$ cat src/rtl/video_timing_pkg.sv
// Shared types and constants for the raster sequencer: frame FSM states,
// HDMI preamble/guard-band lengths, counter width and 640x480@60 defaults.
package video_timing_pkg;

  localparam int unsigned CNT_W        = 12;
  localparam int unsigned CNT_MAX      = 4095;
  localparam int unsigned PREAMBLE_LEN = 8;
  localparam int unsigned GUARD_LEN    = 2;
  localparam int unsigned MIN_H_BP_PRE = 11;

  localparam int unsigned DEF_H_ACTIVE = 640;
  localparam int unsigned DEF_H_FP     = 16;
  localparam int unsigned DEF_H_SYNC   = 96;
  localparam int unsigned DEF_H_BP     = 48;
  localparam int unsigned DEF_V_ACTIVE = 480;
  localparam int unsigned DEF_V_FP     = 10;
  localparam int unsigned DEF_V_SYNC   = 2;
  localparam int unsigned DEF_V_BP     = 33;
  localparam logic        DEF_HS_POL   = 1'b0;
  localparam logic        DEF_VS_POL   = 1'b0;

  typedef enum logic [1:0] {
    ST_IDLE  = 2'b00,
    ST_RUN   = 2'b01,
    ST_DRAIN = 2'b10
  } vtc_state_e;

  // Drive level of a sync line given whether the raster is inside its sync segment.
  function automatic logic sync_level(input logic in_seg, input logic pol);
    return in_seg ? pol : ~pol;
  endfunction

endpackage

$ cat src/rtl/vtc_axis_counter.sv
// One raster axis (horizontal or vertical): wrapping position counter plus
// decode of the ACTIVE / FP / SYNC / BP segment the position falls in.
module vtc_axis_counter
  import video_timing_pkg::*;
#(
  parameter int unsigned ACTIVE = DEF_H_ACTIVE,
  parameter int unsigned FP     = DEF_H_FP,
  parameter int unsigned SYNC   = DEF_H_SYNC,
  parameter int unsigned BP     = DEF_H_BP
) (
  input  logic             i_clk,
  input  logic             i_rst_n,
  input  logic             i_inc,
  output logic             o_wrap,
  output logic [CNT_W-1:0] o_cnt,
  output logic             o_active,
  output logic             o_fp,
  output logic             o_sync,
  output logic             o_bp
);

  localparam int unsigned      TOTAL      = ACTIVE + FP + SYNC + BP;
  localparam logic [CNT_W-1:0] LAST       = CNT_W'(TOTAL - 1);
  localparam logic [CNT_W-1:0] FP_START   = CNT_W'(ACTIVE);
  localparam logic [CNT_W-1:0] SYNC_START = CNT_W'(ACTIVE + FP);
  localparam logic [CNT_W-1:0] BP_START   = CNT_W'(ACTIVE + FP + SYNC);

  if (TOTAL > CNT_MAX || TOTAL < 2) begin : g_total_range
    $error("vtc_axis_counter: axis total %0d outside 2..%0d", TOTAL, CNT_MAX);
  end

  logic [CNT_W-1:0] cnt_q;
  logic [CNT_W-1:0] cnt_d;

  // Next position: advance on inc, wrapping at the end of the axis.
  always_comb begin
    cnt_d = cnt_q;
    if (i_inc) begin
      if (cnt_q == LAST) begin
        cnt_d = {CNT_W{1'b0}};
      end else begin
        cnt_d = cnt_q + CNT_W'(1);
      end
    end else begin
      cnt_d = cnt_q;
    end
  end

  // Position register.
  always_ff @(posedge i_clk or negedge i_rst_n) begin
    if (!i_rst_n) begin
      cnt_q <= {CNT_W{1'b0}};
    end else begin
      cnt_q <= cnt_d;
    end
  end

  assign o_wrap   = i_inc && (cnt_q == LAST);
  assign o_cnt    = cnt_q;
  assign o_active = (cnt_q < FP_START);
  assign o_fp     = (cnt_q >= FP_START) && (cnt_q < SYNC_START);
  assign o_sync   = (cnt_q >= SYNC_START) && (cnt_q < BP_START);
  assign o_bp     = (cnt_q >= BP_START);

endmodule

$ cat src/rtl/video_timing_ctrl.sv
// Raster sequencer for the HDMI path. Compile with VTC_HDMI_PREAMBLE_EN defined
// to add the HDMI video preamble on o_ctrl1 and the o_video_gb guard-band flag.
module video_timing_ctrl
  import video_timing_pkg::*;
#(
  parameter int unsigned H_ACTIVE = DEF_H_ACTIVE,
  parameter int unsigned H_FP     = DEF_H_FP,
  parameter int unsigned H_SYNC   = DEF_H_SYNC,
  parameter int unsigned H_BP     = DEF_H_BP,
  parameter int unsigned V_ACTIVE = DEF_V_ACTIVE,
  parameter int unsigned V_FP     = DEF_V_FP,
  parameter int unsigned V_SYNC   = DEF_V_SYNC,
  parameter int unsigned V_BP     = DEF_V_BP,
  parameter logic        HS_POL   = DEF_HS_POL,
  parameter logic        VS_POL   = DEF_VS_POL
) (
  input  logic             i_clk,
  input  logic             i_rst_n,
  input  logic             i_enable,
  output logic             o_pix_req,
  output logic [CNT_W-1:0] o_x,
  output logic [CNT_W-1:0] o_y,
  output logic             o_de,
  output logic [1:0]       o_ctrl0,
  output logic [1:0]       o_ctrl1,
  output logic [1:0]       o_ctrl2,
  output logic             o_video_gb,
  output logic             o_frame_start,
  output logic             o_busy
);

  localparam int unsigned H_TOTAL = H_ACTIVE + H_FP + H_SYNC + H_BP;
  localparam int unsigned V_TOTAL = V_ACTIVE + V_FP + V_SYNC + V_BP;

  if (H_TOTAL > CNT_MAX || V_TOTAL > CNT_MAX) begin : g_total_range
    $error("video_timing_ctrl: H_TOTAL/V_TOTAL exceed %0d", CNT_MAX);
  end

  vtc_state_e       state_q;
  vtc_state_e       state_d;
  logic             running_s;
  logic             h_wrap_s;
  logic             v_wrap_s;
  logic [CNT_W-1:0] h_cnt_s;
  logic [CNT_W-1:0] v_cnt_s;
  logic             h_active_s, h_fp_s, h_sync_s, h_bp_s;
  logic             v_active_s, v_fp_s, v_sync_s, v_bp_s;
  logic             pre_s;
  logic             gb_s;
  logic             unused_seg_s;

  // Stage 1 holds the request-side view (position whose pixel is fetched next);
  // stage 2 is the same position one cycle later, aligned with o_de.
  logic             pix_req_q, pix_req_d;
  logic [CNT_W-1:0] x_q, x_d, y_q, y_d;
  logic             p1_hs_q, p1_hs_d, p1_vs_q, p1_vs_d;
  logic             p1_fs_q, p1_fs_d, p1_busy_q, p1_busy_d;
  logic             p1_pre_q, p1_pre_d, p1_gb_q, p1_gb_d;
  logic             de_q, de_d, gb_q, gb_d, fs_q, fs_d, busy_q, busy_d;
  logic [1:0]       ctrl0_q, ctrl0_d, ctrl1_q, ctrl1_d, ctrl2_q, ctrl2_d;

  assign running_s    = (state_q != ST_IDLE);
  assign unused_seg_s = ^{h_fp_s, h_bp_s, v_fp_s, v_bp_s};

  vtc_axis_counter #(
    .ACTIVE (H_ACTIVE),
    .FP     (H_FP),
    .SYNC   (H_SYNC),
    .BP     (H_BP)
  ) u_h_cnt (
    .i_clk    (i_clk),
    .i_rst_n  (i_rst_n),
    .i_inc    (running_s),
    .o_wrap   (h_wrap_s),
    .o_cnt    (h_cnt_s),
    .o_active (h_active_s),
    .o_fp     (h_fp_s),
    .o_sync   (h_sync_s),
    .o_bp     (h_bp_s)
  );

  vtc_axis_counter #(
    .ACTIVE (V_ACTIVE),
    .FP     (V_FP),
    .SYNC   (V_SYNC),
    .BP     (V_BP)
  ) u_v_cnt (
    .i_clk    (i_clk),
    .i_rst_n  (i_rst_n),
    .i_inc    (h_wrap_s),
    .o_wrap   (v_wrap_s),
    .o_cnt    (v_cnt_s),
    .o_active (v_active_s),
    .o_fp     (v_fp_s),
    .o_sync   (v_sync_s),
    .o_bp     (v_bp_s)
  );

  // Frame FSM; v_wrap_s marks the last clock of a frame.
  always_comb begin
    state_d = state_q;
    case (state_q)
      ST_IDLE: begin
        if (i_enable) state_d = ST_RUN;
        else          state_d = ST_IDLE;
      end
      ST_RUN: begin
        if (!i_enable) state_d = v_wrap_s ? ST_IDLE : ST_DRAIN;
        else           state_d = ST_RUN;
      end
      ST_DRAIN: begin
        if (i_enable)      state_d = ST_RUN;
        else if (v_wrap_s) state_d = ST_IDLE;
        else               state_d = ST_DRAIN;
      end
      default: state_d = ST_IDLE;
    endcase
  end

`ifdef VTC_HDMI_PREAMBLE_EN
  localparam logic [CNT_W-1:0] V_LAST    = CNT_W'(V_TOTAL - 1);
  localparam logic [CNT_W-1:0] V_ACT_END = CNT_W'(V_ACTIVE);
  localparam logic [CNT_W-1:0] PRE_START = CNT_W'(H_TOTAL - PREAMBLE_LEN - GUARD_LEN);
  localparam logic [CNT_W-1:0] GB_START  = CNT_W'(H_TOTAL - GUARD_LEN);

  if (H_BP < MIN_H_BP_PRE) begin : g_bp_check
    $error("video_timing_ctrl: H_BP=%0d too short for the HDMI preamble", H_BP);
  end

  logic [CNT_W-1:0] v_next_s;
  logic             line_pre_s;

  // Preamble/guard band precede a line only if that line is active and the
  // raster actually continues into it (not the tail of a draining frame).
  always_comb begin
    v_next_s   = (v_cnt_s == V_LAST) ? {CNT_W{1'b0}} : (v_cnt_s + CNT_W'(1));
    line_pre_s = running_s && (v_next_s < V_ACT_END) &&
                 !((v_cnt_s == V_LAST) && (state_q == ST_DRAIN) && !i_enable);
    pre_s      = line_pre_s && (h_cnt_s >= PRE_START) && (h_cnt_s < GB_START);
    gb_s       = line_pre_s && (h_cnt_s >= GB_START);
  end
`else
  assign pre_s = 1'b0;
  assign gb_s  = 1'b0;
`endif

  // Stage 1: request-side decode of the current raster position.
  always_comb begin
    pix_req_d = running_s && h_active_s && v_active_s;
    x_d       = h_cnt_s;
    y_d       = v_cnt_s;
    p1_hs_d   = running_s && h_sync_s;
    p1_vs_d   = running_s && v_sync_s;
    p1_fs_d   = running_s && (h_cnt_s == {CNT_W{1'b0}}) && (v_cnt_s == {CNT_W{1'b0}});
    p1_busy_d = running_s;
    p1_pre_d  = pre_s;
    p1_gb_d   = gb_s;
  end

  // Stage 2: encoder-facing outputs, one cycle behind the request.
  always_comb begin
    de_d    = pix_req_q;
    ctrl0_d = {sync_level(p1_vs_q, VS_POL), sync_level(p1_hs_q, HS_POL)};
    ctrl1_d = p1_pre_q ? 2'b01 : 2'b00;
    ctrl2_d = 2'b00;
    gb_d    = p1_gb_q;
    fs_d    = p1_fs_q;
    busy_d  = p1_busy_q;
  end

  // State and pipeline registers.
  always_ff @(posedge i_clk or negedge i_rst_n) begin
    if (!i_rst_n) begin
      state_q   <= ST_IDLE;
      pix_req_q <= 1'b0;
      x_q       <= {CNT_W{1'b0}};
      y_q       <= {CNT_W{1'b0}};
      p1_hs_q   <= 1'b0;
      p1_vs_q   <= 1'b0;
      p1_fs_q   <= 1'b0;
      p1_busy_q <= 1'b0;
      p1_pre_q  <= 1'b0;
      p1_gb_q   <= 1'b0;
      de_q      <= 1'b0;
      ctrl0_q   <= {~VS_POL, ~HS_POL};
      ctrl1_q   <= 2'b00;
      ctrl2_q   <= 2'b00;
      gb_q      <= 1'b0;
      fs_q      <= 1'b0;
      busy_q    <= 1'b0;
    end else begin
      state_q   <= state_d;
      pix_req_q <= pix_req_d;
      x_q       <= x_d;
      y_q       <= y_d;
      p1_hs_q   <= p1_hs_d;
      p1_vs_q   <= p1_vs_d;
      p1_fs_q   <= p1_fs_d;
      p1_busy_q <= p1_busy_d;
      p1_pre_q  <= p1_pre_d;
      p1_gb_q   <= p1_gb_d;
      de_q      <= de_d;
      ctrl0_q   <= ctrl0_d;
      ctrl1_q   <= ctrl1_d;
      ctrl2_q   <= ctrl2_d;
      gb_q      <= gb_d;
      fs_q      <= fs_d;
      busy_q    <= busy_d;
    end
  end

  assign o_pix_req     = pix_req_q;
  assign o_x           = x_q;
  assign o_y           = y_q;
  assign o_de          = de_q;
  assign o_ctrl0       = ctrl0_q;
  assign o_ctrl1       = ctrl1_q;
  assign o_ctrl2       = ctrl2_q;
  assign o_video_gb    = gb_q;
  assign o_frame_start = fs_q;
  assign o_busy        = busy_q;

endmodule

$ cat config.mk
export PLATFORM = sky130hd
export DESIGN_NAME = video_timing_ctrl
export DESIGN_NICKNAME = d
export VERILOG_FILES = /design/src/rtl/video_timing_pkg.sv /design/src/rtl/vtc_axis_counter.sv /design/src/rtl/video_timing_ctrl.sv
export SDC_FILE = /design/constraint.sdc
export NUM_CORES = 1
export LEC_CHECK = 0
export CORE_ASPECT_RATIO = 1.4
export CORE_MARGIN = 2
export CORE_UTILIZATION = 40
export CTS_BUF_LIST = sky130_fd_sc_hd__clkbuf_4
export CTS_CLUSTER_SIZE = 24
export DETAILED_ROUTE_END_ITERATION = 6
export PLACE_DENSITY_LB_ADDON = 0.1
export SYNTH_ARGS = -nofsm -noshare
export SYNTH_HDL_FRONTEND = slang
export SYNTH_HIERARCHICAL = 1
export SYNTH_SLANG_ARGS = --single-unit
$ cat constraint.sdc
create_clock -name i_clk -period 2.95 [get_ports i_clk]
set_clock_uncertainty 0.15 [all_clocks]
set_input_delay 0.885 -clock i_clk [delete_from_list [all_inputs] [get_ports i_clk]]
set_output_delay 0.885 -clock i_clk [all_outputs]
set_load 0.02 [all_outputs]
Word level (Yosys, flattened, before mapping)
Cells that the tools add are included.
- input port bits: 3
- register bits: 60
- logic and storage cells: 49
- output and inout port bits: 35
- reduce and logical (&&, ||, !) cells: 15
- order comparisons: 6
- eq/ne operators: 4
- add/subtract/negate cells: 2
- mux-type cells: 8
- operators by type and width (operator ; number):
    adder 12 x 1 -> 12 bit, second input constant ; 2
    == test 12 x 10 -> 1 bit, second input constant ; 2
    logical NOT 12 bit ; 2
    < comparator 12 x 10 -> 1 bit, second input constant ; 2
    < comparator 12 x 9 -> 1 bit, second input constant ; 2
    2-to-1 mux 12 bit ; 2
    greater-or-equal comparator 12 x 10 -> 1 bit, second input constant ; 1
    greater-or-equal comparator 12 x 9 -> 1 bit, second input constant ; 1
    logical AND 1 bit ; 10
    2-to-1 mux 2 bit ; 2
    one-hot mux 2 bit (2 select lines) ; 1
    2-to-1 mux 1 bit ; 3
    == test 2 x 1 -> 1 bit, second input constant ; 1
    == test 2 bit, second input constant ; 1
    logical NOT 2 bit ; 1
    nonzero test 2 bit ; 1
    OR reduction 2 bit ; 1

Logic depth before layout (Yosys ltp)
Gate-level depths: netlist (run 1).
- word-level depth: 6
- gate-level depth with buffers: 11
- gate-level depth less buffers: 9

By module
Netlist (run 1), hierarchy kept.
- modules (own cells, without submodules) (module ; area an instance (sq um) ; instances ; cells each):
    video_timing_ctrl ; 1107.3 ; 1 ; 65
    vtc_axis_counter (u_h_cnt) ; 749.5 ; 1 ; 81
    vtc_axis_counter (u_v_cnt) ; 710.7 ; 1 ; 78

Worst setup path after synthesis (run 1)
Ideal clock, no wire load.
- path kind: reg-to-reg
- start: register u_h_cnt.cnt_q[7] (netlist: u_h_cnt/o_cnt[7])
- end: register u_v_cnt.cnt_q[9] (netlist: u_v_cnt/o_cnt[9])
- period minus slack after synthesis: 2.465 ns
- path buffers: 1
- stages on the path, launching flop included: 8
- data required time: 2.713 ns
- setup slack: 0.485 ns
- arrival time: 2.228 ns
- cell sequence: dfrtp_1 or4_4 nor2_1 and2_1 buf_4 nand4_1 or4_1 a22oi_1
- cells in the longest elaborated chain, start to end: 2
- RTL lines (item ; RTL line ; source):
    start, declared ; vtc_axis_counter.sv:32 ; logic [CNT_W-1:0] cnt_q;
    start signal, assigned ; vtc_axis_counter.sv:52 ; cnt_q <= {CNT_W{1'b0}};
    start signal, assigned ; vtc_axis_counter.sv:54 ; cnt_q <= cnt_d;
    == test 12 x 10 -> 1 bit ; vtc_axis_counter.sv:58 ; assign o_wrap = i_inc && (cnt_q == LAST);
    logical AND 1 bit ; vtc_axis_counter.sv:58 ;
    net h_wrap_s ; video_timing_ctrl.sv:42 ; logic h_wrap_s;
    end signal, assigned ; vtc_axis_counter.sv:52 ;
    end signal, assigned ; vtc_axis_counter.sv:54 ;
    end, declared ; vtc_axis_counter.sv:32 ;
The timed path passes the listed nets, and every way through them passes these cells.
A chain may end at the register's enable or synchronous reset.

Final worst setup path (run 1)
- start: register u_h_cnt.cnt_q[0] (netlist: u_h_cnt/o_cnt[0])
- end: register u_v_cnt.cnt_q[9] (netlist: u_v_cnt/o_cnt[9])
The elaborated chain is that of the path after synthesis.

==> results list, run 1 <==
- Detailed Route Iter0 Violations: 144
- In the routed design, unresolved DRC markers number 0.
- Detailed placement finished with a half-perimeter wire length of between 3000 and 4000 um.
* Via count of the first global-routing pass: about 1.7k
* Mapped Area: 2530 um^2
- The die is between 90 and 100 um tall.
- The worst register-to-register path ends at u_v_cnt/o_cnt[9].
* Commonest cells after routing, fill and taps aside: sky130_fd_sc_hd__dfrtp_1 (58), sky130_fd_sc_hd__clkdlybuf4s50_1 (31), sky130_fd_sc_hd__nand2_1 (16)
* Gate count of the mapped netlist: 216
- The repair_antennas step left the layout with diodes totalling 0.
- Startpoint type of the worst setup path: register
* Final Instance Area: ~3100 um^2
- Effective utilization at floorplan: 41.0%
* Number of nets in the finished design: roughly 260
- Worst-path clk slew: 0.11 ns
- Arrival time at the worst endpoint: ~2.8 ns
- In this run the mean area of a mapped cell was between 10 and 15 um^2.
* Resized Gates After CTS: 0
* Drt via density: between 5 and 6
- CP required: 3.11 ns
* Routed wire length: 5000 um
- Post-route antenna net violation count: 0
* Critical path endpoint category: register
- Max-cap violations in this run came to 0.
- In this run the worst hold path is classified as reg -> reg.
- Max Clk Rate: roughly 380 MHz
- The library cell used most frequently in the layout, excluding fill and tap cells, is sky130_fd_sc_hd__dfrtp_1.
* Max FO, Critical Path: 8
* Transition at the pin with the smallest max-transition slack: 0.513 ns
- Worst hold endpoint: o_frame_start
* Routability congestion estimate: ~0.84
- Synthesis warning total: 6
* Unrepaired setup endpoints after global routing: false
* Maximum clock insertion buffer count: 2
- CTS tree: done
- Worst r2r src: u_h_cnt/o_cnt[0]
* Share of cells above drive strength 1: 12.3%
* Number of antenna violations at the first check in global routing: 0
- FF-to-FF setup slack: 0.35 ns
* Fillers: 561
* Die Outline Area: approximately 7000 um^2
- H-Tree Level Count: 3
* Status: completed
- Summed over all failing endpoints, the final setup total negative slack is 0 ns.
- CTS Hold Bufs: 0
- Critical path launch point: u_h_cnt/o_cnt[0]
* Count of pins over their slew limit: 0
- From synthesis to final layout, the design area changed by 22.3%.
* Critical hold path startpoint: fs_d
* Number of hold-slack violations in the final timing report: 0
- Count of input and output buffers: 32
* Shortest clock period the worst path allows after layout: 2.60 ns
- In this run the horizontal extent of the chip is 71.2 um.
* Overall Global Routing Usage: 15.8%
- Global routing finished with a remaining overflow of 0.
* Hold Path Stages: 0
- The later pin in the worst-skew pair is clocked with a latency of ~0.40 ns.
* Core outline area: between 6000 and 7000 um^2
- In this run the power density over the cells is about 800 nW/um^2.
- Count of buffers added by post-CTS timing repair for setup: 0
* Relative max-transition margin: around 66%
- Period Utilization, post-route: 88.2%
- Final cell utilization of the core: 50.1%
* Number of primary I/O pins: 38
* Cell leakage power: 1.41 nW
- Setup violations remaining at the end of the flow were counted as 0.
- The first TritonRoute pass finished after 4 iterations.
- Cell depth of the worst flop-to-flop path: 7
- Wire length of the first global-routing pass: 8300 um
- Counting the buffers created by CTS gives 9.
* Number of core rows: 34
- Across the VDD grid, the largest voltage drop is 0.426 mV.
- Largest net degree at the start of global routing: 40
- By startpoint and endpoint, the worst setup path is classified as reg -> reg.
* Clock Root Buffer: sky130_fd_sc_hd__clkbuf_4
* TritonCTS sink count: 60
- Once placement finished, the instance area stood at 2900 um^2.
- After detailed routing, the average wire length per cell comes to 15.1 um.
- Total vias in the final route: 1,735
==> power breakdown <==
part,switching (mW),internal [mW],total (mW)
clock network,0.316,0.434,0.750
registers,0.158,0.958,1.12
logic,0.322,0.275,0.597
total,0.796,1.67,2.46
==> layout make-up <==
type / instances / area, um^2 / area share [%]
clock buffer: 9 / 67.6 / 2.19
clock inverter: 7 / 124 / 4.01
inverter: 13 / 48.8 / 1.58
multi-input combinational: 136 / 906 / 29.3
sequential: 60 / 1500 / 48.7
tap: 72 / 90.1 / 2.91
timing repair buffer: 35 / 350 / 11.3
==> metrics by stage <==
step / worst slack, ns / total power, mW / instances / hold WS, ns
after global placement: 0.492 / 1.73 / 316 / 0.184
after detailed placement: 0.407 / 1.74 / 316 / 0.185
after floorplan: 0.485 / 1.51 / 220 / 0.181
final: 0.348 / 2.46 / 332 / 0.207
after CTS: 0.346 / 2.50 / 332 / 0.203
after global routing: 0.0506 / 2.63 / 332 / 0.209
==> layer usage <==
metal	global-route usage [%]	vias up	part of all wire [%]
met1	18.2	833	42
met5	0	-	0
met4	8.56	0	1.7
met3	5.47	8	5.0
li1	-	836	-
met2	25.6	58	52
==> worst max-delay path by stage <==
stage / end / slack, ns / cells after the start
2_1_floorplan: u_v_cnt/o_cnt[9] / 0.48 / 7
3_3_place_gp: u_v_cnt/o_cnt[9] / 0.49 / 7
3_5_place_dp: u_v_cnt/o_cnt[9] / 0.41 / 7
4_1_cts: o_ctrl0[0] / 0.35 / 1
5_1_grt: u_v_cnt/o_cnt[9] / 0.05 / 7
6_report: u_v_cnt/o_cnt[9] / 0.35 / 7
==> registers in the layout, summed over array words and instances, names as in the netlist, 2 cells and up <==
register and count:
u_h_cnt/o_cnt 12, state_q 2, o_ctrl0 2, u_v_cnt/o_cnt 12, o_y 12, o_x 12
==> worst max-delay path: stages, from the launching register on <==
cell and delay (ns):
sky130_fd_sc_hd__dfrtp_1 0.48, sky130_fd_sc_hd__ha_1 0.25, sky130_fd_sc_hd__nand4_1 0.25, sky130_fd_sc_hd__nor3_1 0.30, sky130_fd_sc_hd__and2_1 0.18, sky130_fd_sc_hd__nand4_1 0.21
sky130_fd_sc_hd__or4_1 0.53, sky130_fd_sc_hd__a22oi_1 0.17
Note: power is estimated with default switching activity, not from simulation.
==> run 2, diff against run 1 <==
--- a/config.mk
+++ b/config.mk
@@ -11,6 +11,8 @@
 export CTS_BUF_LIST = sky130_fd_sc_hd__clkbuf_4
 export CTS_CLUSTER_SIZE = 24
 export DETAILED_ROUTE_END_ITERATION = 6
+export GPL_TIMING_DRIVEN = 0
+export HOLD_SLACK_MARGIN = 0.12
 export PLACE_DENSITY_LB_ADDON = 0.1
 export SYNTH_ARGS = -nofsm -noshare
 export SYNTH_HDL_FRONTEND = slang
==> run 2 against run 1 <==
Net effect: global-route usage fell by 0.12 points; setup slack worse by 0.13 ns; first-iteration DRC count grew 2.1%; register-to-register slack got worse by 0.13 ns; combinational power increased by 10%; sequential power hardly changed; highest routed layer unchanged; flip-flop and latch count is the same; via count increased by 0.86%; maximum frequency is 4.6% lower; cell area grew 0.65%; clock power down 25%; critical path depth stayed put; critical path type unchanged.
==> results list, run 2 (synthesis gave the netlist of run 1 again) <==
* Horizontal die dimension: 71.2 um (unchanged)
- Wire length of the first global-routing pass: 8330 um (was 8300 um)
- The total of fill cells in the finished design came to 568 (was 561).
* Slowest cell delay on critical path: 0.60 ns (was 0.53 ns)
- The hold-critical path depth was 1 (was 0).
- Status: completed (unchanged)
- The post-route worst hold slack was 0.207 ns (about the same).
* Clock latency on the worst-skew pair: 0.41 ns (was 0.40 ns)
- The growth of design area from synthesis to finish was 23.1% (was 22.3%).
- Total vias in the final route: 1,750 (was 1,735)
- Drt via density: 5.13 (was 5.23)
- Total CTS buffers: 9 (unchanged)
- The number of maximum-capacitance violations is 0 (unchanged).
- Worst r2r src: u_h_cnt/o_cnt[6] (was u_h_cnt/o_cnt[0])
- The end of the worst hold path was o_ctrl0[0] (was o_frame_start).
* Routed wire length: 4870 um (was 5000 um)
- Number of primary I/O pins: 38 (unchanged)
* Via count of the first global-routing pass: 1,693 (was 1,682)
- The startpoint type of the worst setup path is a register (unchanged).
- The number of buffers inserted by port buffering came to 32 (unchanged).
- Arrival time at the worst endpoint: 2.92 ns (was 2.76 ns)
- The final critical-path share of the clock period came to 92.5% (was 88.2%).
- Capturing point of the worst reg2reg path: u_v_cnt/o_cnt[9] (unchanged)
- The met2 usage in global routing came to 25.8% (was 25.6%).
* Count of pins over their slew limit: 0 (unchanged)
- The slew of the pin with the lowest slew margin came to 0.544 ns (was 0.513 ns).
- Commonest cells after routing, fill and taps aside: sky130_fd_sc_hd__dfrtp_1 (56), sky130_fd_sc_hd__clkdlybuf4s50_1 (31), sky130_fd_sc_hd__nand2_1 (16) (was sky130_fd_sc_hd__dfrtp_1 (58), sky130_fd_sc_hd__clkdlybuf4s50_1 (31), sky130_fd_sc_hd__nand2_1 (16)).
- Number of core rows: 34 (unchanged)
* Share of total power in the clock network: 24.3% (was 30.4%)
- Max Clk Rate: 367 MHz (was 384 MHz)
- The count of buffering cells on the critical path with inverters included came to 1 (was 0).
* Critical Path Slowest Stage Cell: sky130_fd_sc_hd__or4_4 (was sky130_fd_sc_hd__or4_1)
* Wire length per cell after detailed routing: 14.3 um (was 15.1 um)
* Worst-path clk slew: 0.10 ns (was 0.11 ns)
- The fraction of met1 tracks used by global routing came to 18.0% (was 18.2%).
- The critical-path maximum fanout is 9 (was 8).
- The initial detailed-routing violation count is 147 (was 144).
- Share of total power consumed by net switching: 34.5% (was 32.3%)
* Relative max-transition margin: 63.8% (was 65.8%)
* GR Util met3: 6.09% (was 5.47%)
* Start-to-end type of the worst setup path: reg -> reg (unchanged)
- The number of buffers between clock root and the deepest sink was 2 (unchanged).
- Total placed cells including tap cells: 325 (was 316)
* Post-route antenna net violation count: 0 (unchanged)
- The final count of negative-setup-slack endpoints came to 0 (unchanged).
* Relative contribution of combinational cells to total power: 28.3% (was 24.2%)
- Half-perimeter wire length of the detailed placement result: 3520 um (was 3560 um)
* Most frequent standard cell in the layout excluding fill and tap cells: sky130_fd_sc_hd__dfrtp_1 (unchanged)
- Final cell count without fillers: 341 (was 332)
* GR peak layer: met2 (unchanged)
* Class of the tightest hold or removal check: reg -> reg (unchanged)
* Die Outline Area: 6980 um^2 (unchanged)
* CP required: 3.14 ns (was 3.11 ns)
- The placeable core region was 6170 um^2 (unchanged).
* DRC Markers: 0 (unchanged)
- The count of endpoints failing hold in the final timing report was 0 (unchanged).
* CTS tree: done (unchanged)
- Sequence of cells on the critical path: or4_4 -> nor2_1 -> and2_1 -> buf_4 -> nand4_1 -> or4_1 -> a22oi_1 (was ha_1 -> nand4_1 -> nor3_1 -> and2_1 -> nand4_1 -> or4_1 -> a22oi_1)
* Antenna Cells: 0 (unchanged)
- The fraction of layout cells with a size suffix above 1 came to 16.4% (was 12.3%).
- The master cell of the clock root buffer is sky130_fd_sc_hd__clkbuf_4 (unchanged).
- Count of buffers added by post-CTS timing repair for setup: 0 (unchanged)
- Unrepaired setup endpoints after global routing: false (unchanged).
- The remaining global-route overflow came to 0 (unchanged).
- H-Tree Level Count: 3 (unchanged)
- Effective utilization at floorplan: 41.0% (unchanged)
- Top delay family on crit path: simple AND/OR/NAND/NOR gates (unchanged)
- The clock sink total came to 60 (unchanged).
- The count of cells along the worst register-to-register path came to 7 (unchanged).
- Critical hold path startpoint: p1_hs_q (was fs_d)
- The detailed-routing iteration count for the pre-antenna-repair pass came to 4 (unchanged).
- The routability-driven placement congestion ratio was 0.846 (was 0.842).
- Highest ir drop seen on vdd: 0.520 mV (was 0.426 mV)
- Net switching power: 799 uW (was 796 uW)
- Number of antenna violations at the first check in global routing: 0 (unchanged)
- Cell internal pwr: 1.52 mW (was 1.67 mW)
* Shortest clock period the worst path allows after layout: 2.73 ns (was 2.60 ns)
* Number of nets in the finished design: 273 (was 264)
* Overall Global Routing Usage: 15.7% (was 15.8%)
- Cell leakage power: 1.43 nW (was 1.41 nW)
- The type of destination of the critical path is a register (unchanged).
* Proportion of power drawn by flip-flops and latches: 47.3% (was 45.3%)
- FF-to-FF setup slack: 0.22 ns (was 0.35 ns)
- The power per standard cell area came to 745 nW/um^2 (was 797 nW/um^2).
* Chip Height: 98.1 um (unchanged)
- TNS Setup: 0 ns (unchanged)
- Largest net degree at the start of global routing: 39 (was 40)
run 2: cell count changes in the layout (fill, tap and decap cells not counted), moves of 2 or more:
cell	before	now
sky130_fd_sc_hd__buf_4	2	8
sky130_fd_sc_hd__bufinv_16	3	1
sky130_fd_sc_hd__clkinv_2	0	2
sky130_fd_sc_hd__dfrtp_1	58	56
sky130_fd_sc_hd__dfrtp_2	0	2
run 2: how the worst max path moves through the flow:
| stage | startpoint | endpoint | slack (ns) | cells past startpoint |
|---|---|---|---|---|
| CTS | u_h_cnt/o_cnt[1] | u_v_cnt/o_cnt[9] | 0.09 | 8 |
| detailed placement | state_q[0] | u_v_cnt/o_cnt[9] | 0.11 | 11 |
| floorplan | u_h_cnt/o_cnt[7] | u_v_cnt/o_cnt[9] | 0.48 | 7 |
| finish | u_h_cnt/o_cnt[6] | u_v_cnt/o_cnt[9] | 0.22 | 7 |
| global placement | i_rst_n | o_x[2] | -1.03 | 1 |
| global route | u_h_cnt/o_cnt[1] | u_v_cnt/o_cnt[9] | 0.02 | 8 |
run 2: repair_timing:
item                                    4_1_cts  5_1_grt
endpoints found under the setup margin        0        2
hold buffers                                  0        0
gates resized for setup                       0        4
run 2: per-stage QoR:
| stage | util (%) | total power [mW] | worst slack (ns) | instance area (um^2) |
|---|---|---|---|---|
| after floorplan | - | 1.51 | 0.485 | 2540 |
| after global routing | 50.4 | 2.47 | 0.0216 | 3110 |
| after global placement | 47.9 | 1.76 | -1.03 | 2950 |
| final | 50.4 | 2.32 | 0.222 | 3110 |
| after CTS | 50.3 | 2.34 | 0.0889 | 3100 |
| after detailed placement | 48.1 | 1.77 | 0.113 | 2970 |
run 2: layout make-up:
class	count	area, um^2	share of cell area, %
plain buffers	11	83.8	2.70
inverters	13	48.8	1.57
clock inverters	7	67.6	2.17
multi-input cells	136	911	29.3
well taps	72	90.1	2.90
repair buffers	33	335	10.8
flip-flops and latches	60	1510	48.4
clock buffers	9	67.6	2.17
run 2: power by group through the flow:
stage | clock (mW) | combinational (mW) | sequential, mW
2_1_floorplan | 0 | 0.342 | 1.17
3_3_place_gp | 0 | 0.647 | 1.11
3_5_place_dp | 0 | 0.658 | 1.11
4_1_cts | 0.579 | 0.661 | 1.10
5_1_grt | 0.621 | 0.727 | 1.13
6_report | 0.564 | 0.657 | 1.10
run 2: routing by layer:
layer,part of all wire (%),up-vias
met2,53,36
li1,-,851
met1,41,855
met4,1.8,0
met3,4.3,8
met5,0,-
